### src/rtl/booth_multiplier_seq.sv
// booth_multiplier_seq: iterative radix-2 Booth multiplier, WIDTH+1 steps per product, start/done handshake
// Define BOOTH_UNSIGNED_EN to honour is_signed; otherwise all operands are treated as signed.
module booth_multiplier_seq #(
  parameter int WIDTH = 8
) (
  input  logic               clk,
  input  logic               rst_n,
  input  logic               start,
  input  logic               is_signed,
  input  logic [WIDTH-1:0]   multiplicand,
  input  logic [WIDTH-1:0]   multiplier,
  output logic               busy,
  output logic               done,
  output logic [2*WIDTH-1:0] product
);
  localparam int E  = WIDTH + 1;
  localparam int CW = $clog2(E + 1);
  typedef enum logic [1:0] {IDLE, RUN, DONE} state_t;
  state_t state, state_nx;
  logic [E-1:0] br, ac, qr, sum;
  logic [2*E-1:0] shifted;
  logic [CW-1:0] count;
  logic qnext, sx, load, last;
`ifdef BOOTH_UNSIGNED_EN
  assign sx = is_signed;
`else
  logic unused_is_signed;
  assign unused_is_signed = is_signed;
  assign sx = 1'b1;
`endif
  assign load = start && state != RUN;
  assign last = state == RUN && count == CW'(E - 1);
  assign busy = state == RUN;
  assign done = state == DONE;
  always_comb begin
    sum = ({qr[0], qnext} == 2'b01) ? ac + br : ({qr[0], qnext} == 2'b10) ? ac - br : ac;
    shifted = {sum[E-1], sum, qr[E-1:1]};
    state_nx = load ? RUN : last ? DONE : (state == RUN) ? RUN : IDLE;
  end
  always_ff @(posedge clk or negedge rst_n)
    if (!rst_n) state <= IDLE;
    else state <= state_nx;
  always_ff @(posedge clk or negedge rst_n) begin
    if (!rst_n) begin
      br <= '0;
      ac <= '0;
      qr <= '0;
      qnext <= 1'b0;
      count <= '0;
      product <= '0;
    end else if (load) begin
      br <= {sx & multiplicand[WIDTH-1], multiplicand};
      ac <= '0;
      qr <= {sx & multiplier[WIDTH-1], multiplier};
      qnext <= 1'b0;
      count <= '0;
    end else if (state == RUN) begin
      {ac, qr} <= shifted;
      qnext <= qr[0];
      count <= count + 1'b1;
      if (last) product <= shifted[2*WIDTH-1:0];
    end
  end
endmodule

### config.mk
export PLATFORM = sky130hd
export DESIGN_NAME = booth_multiplier_seq
export DESIGN_NICKNAME = d
export VERILOG_FILES = /design/src/rtl/booth_multiplier_seq.sv
export SDC_FILE = /design/constraint.sdc
export NUM_CORES = 1
export LEC_CHECK = 0
export CAP_MARGIN = 20
export CORE_UTILIZATION = 55
export CTS_BUF_LIST = sky130_fd_sc_hd__clkbuf_16
export DETAILED_ROUTE_END_ITERATION = 16
export DONT_BUFFER_PORTS = 1
export GPL_TIMING_DRIVEN = 0
export PLACE_DENSITY = 0.69
export SYNTH_ARGS = -nofsm -noshare
export SYNTH_HDL_FRONTEND = slang
export SYNTH_SLANG_ARGS = --single-unit
### constraint.sdc
create_clock -name clk -period 2 [get_ports clk]
set_input_delay 0.1 -clock clk [delete_from_list [all_inputs] [get_ports clk]]
set_output_delay 0.1 -clock clk [all_outputs]
set_load 0.1 [all_outputs]
==> results.sh <==
export IMPL_utilization=0.7003
export IMPL_hold_class="primary input to flip-flop"
export IMPL_io_pins=38
export IMPL_rows=25
export IMPL_period_needed_ns=2.262
export IMPL_synth_area_um2=2805
export IMPL_synth_cell_types=52
export IMPL_grt_usage=0.2644
export IMPL_start_util=0.5823
export IMPL_clock_path_buffers=2
export IMPL_maxCapViolCount=0
export IMPL_via_per_inst=5.751
export IMPL_die_h_um=73.42
export IMPL_synthArstFlopShare=1.000
export IMPL_worstSetupEndpointType="flip-flop"
export IMPL_io_buffers=0
export IMPL_setup_viol=7
export IMPL_cts_num_sinks=48
export IMPL_r2r_start="ac[0]"
export IMPL_synth_nets=343
export IMPL_max_freq_mhz=442.0
export IMPL_clockRootBuffer="clkbuf_16"
export IMPL_via_count=2243
export IMPL_drt_iter0_drc=174
export IMPL_worstHoldStart="multiplier[4]"
export IMPL_drt_total_wl_um=6516
export IMPL_core_um2=4817
export IMPL_syn2layout_area_growth_pct=20.25
export IMPL_wl_per_cell_um=16.71
export IMPL_violations="negative setup slack"
export IMPL_cts_tree="yes"
export IMPL_grt_pass1_vias=2238
export IMPL_postSynthAreaPerCell_um2=9.351
export IMPL_fin_nets=365
export IMPL_fin_skew_ns=0.006172
export IMPL_worst_pin_slew_ns=1.066
export IMPL_final_cell_mix="52 x nand2_1, 46 x dfrtp_1, 27 x o21ai_0"
export IMPL_status="finished with violations"
export IMPL_cp_arrival_ns=2.48
export IMPL_antenna_cells=0
export IMPL_h_tree_depth=2
export IMPL_synth_top_cell_area_share=0.4282
export IMPL_die_w_um=73.42
export IMPL_rsz0062_at_grt="yes"
export IMPL_ant_nets=0
export IMPL_holdWs_ns=0.01369
export IMPL_place_congestion=0.8202
export IMPL_clock_latency_ns=0.29
export IMPL_route_detailed_drc=0
export IMPL_start_kind="flip-flop"
export IMPL_gr_total_overflow=0
export IMPL_grt_pass1_wl_um=10670
export IMPL_grt_start_max_net_pins=49
export IMPL_first_pass_iters=4
export IMPL_relSlewSlack=0.2863
export IMPL_ys_seq_area_frac=0.4282
export IMPL_crit_type="flip-flop to flip-flop"
export IMPL_min_to="qr[4]"
export IMPL_drive_gt1_frac=0.1765
export IMPL_hold_path_cell_count=2
export IMPL_synthFlopType="dfrtp_1"
export IMPL_synth_largest_area_cell="dfrtp_1"
export IMPL_synth_cells=300
export IMPL_synth_edf_count=0
export IMPL_cp_max_fo=3
export IMPL_die_area_um2=5390
export IMPL_finalCritPeriodShare=1.131
export IMPL_antenna_found_initial=0
export IMPL_slew_viol_final=0
export IMPL_layout_commonest_cell="nand2_1"
export IMPL_timing_final_ws_setup_ns=-0.2623
export IMPL_synth_area_leaders="dfrtp_1 43%, ha_1 9.4%, nand2_1 7.0%"
export IMPL_dpl_hpwl_um=4390
export IMPL_worstReg2RegEnd="ac[5]"
export IMPL_r2r_setup_slack_ns=-0.26
export IMPL_numCtsBuffers=5
export IMPL_path_clk_slew_ns=0.07
export IMPL_ys_ff_latch=48
export IMPL_yosys_warnings=0
export IMPL_critical_path_required_ns=2.22
export IMPL_r2r_cells=10
export IMPL_finalHoldViolCount=0
## cells by family (layout without fill, tap and decap cells)
logic type      after synthesis  count (layout)  share of synthesized area
simple gates                 96              96                     0.1557
buf+inv                      36              59                    0.04906
xor+xnor                      5               5                    0.01561
flops                        48              48                     0.4282
compound gates               76              76                     0.1829
fa+ha+maj                    23              23                     0.1079
mux                          16              16                    0.06066
## cell usage after synthesis (3+ instances only)
library cell / instances
or3_1: 3
o21ai_1: 5
nor3_1: 3
nand3b_1: 6
dfrtp_1: 48
clkbuf_1: 7
xnor2_1: 4
mux2i_1: 8
mux2_2: 8
ha_1: 21
nand3_1: 6
a21oi_1: 11
inv_1: 25
o21ai_0: 27
o21bai_1: 3
nor2_1: 14
nor2b_1: 4
nand2_1: 52
## critical path, stage by stage, from the launching register on
cell      delay [ns]
dfrtp_1         0.40
inv_2           0.09
ha_4            0.12
inv_2           0.03
fa_2            0.36
a21o_4          0.24
a211oi_4        0.23
o21bai_2        0.09
xnor2_1         0.14
a221o_1         0.36
o21ai_1         0.12
## per-layer routing
layer | track usage | vias to the layer above | wire (µm)
met5 | 0 | - | 0
met4 | 0.08120 | 0 | 78
met3 | 0.05761 | 12 | 372
met2 | 0.4465 | 72 | 3169
met1 | 0.3411 | 1078 | 2896
li1 | - | 1081 | -
## cell type report
class | instances | area [µm²]
clock inverters | 3 | 42.54
repair buffers | 16 | 162.7
plain buffers | 9 | 36.28
multi-input cells | 216 | 1622
fillers | 400 | 1444
clock buffers | 5 | 125.1
flip-flops and latches | 48 | 1204
inverters | 26 | 97.59
well taps | 67 | 83.83
## per-stage QoR
stage / worst slack (ns) / setup TNS [ns] / cell area (µm²) / std cells
2_1_floorplan: -0.04874 / -0.09737 / 2808 / 300
3_3_place_gp: -0.2348 / -3.074 / 2892 / 367
3_5_place_dp: -0.2616 / -1.453 / 2895 / 367
4_1_cts: -0.2508 / -0.8562 / 3266 / 387
5_1_grt: -0.3410 / -2.051 / 3373 / 390
6_report: -0.2623 / -1.159 / 3373 / 390
## how the worst max path moves through the flow
stage	end	slack, ns	startpoint	cells past startpoint
detailed placement	product[14]	-0.26	ac[0]	10
global placement	product[14]	-0.23	ac[0]	10
global route	product[14]	-0.34	ac[0]	10
finish	ac[5]	-0.26	ac[0]	10
CTS	product[14]	-0.25	ac[0]	10
floorplan	product[14]	-0.05	ac[0]	10
## timing repair
action	CTS	global route
hold buffers	10	0
pin swaps	3	5
resized for setup	15	17
endpoints found under the hold margin	56	0
setup buffers	3	3
setup endpoints to repair	9	10
## sequential cells by signal, indices dropped and copies added (netlist names)
name,flops
ac,8
qnext,1
br,8
product,16
count,4
state,2
qr,9
Power is not shown: default switching activity piles up to over one toggle a cycle in this logic, so the estimate is an artifact.
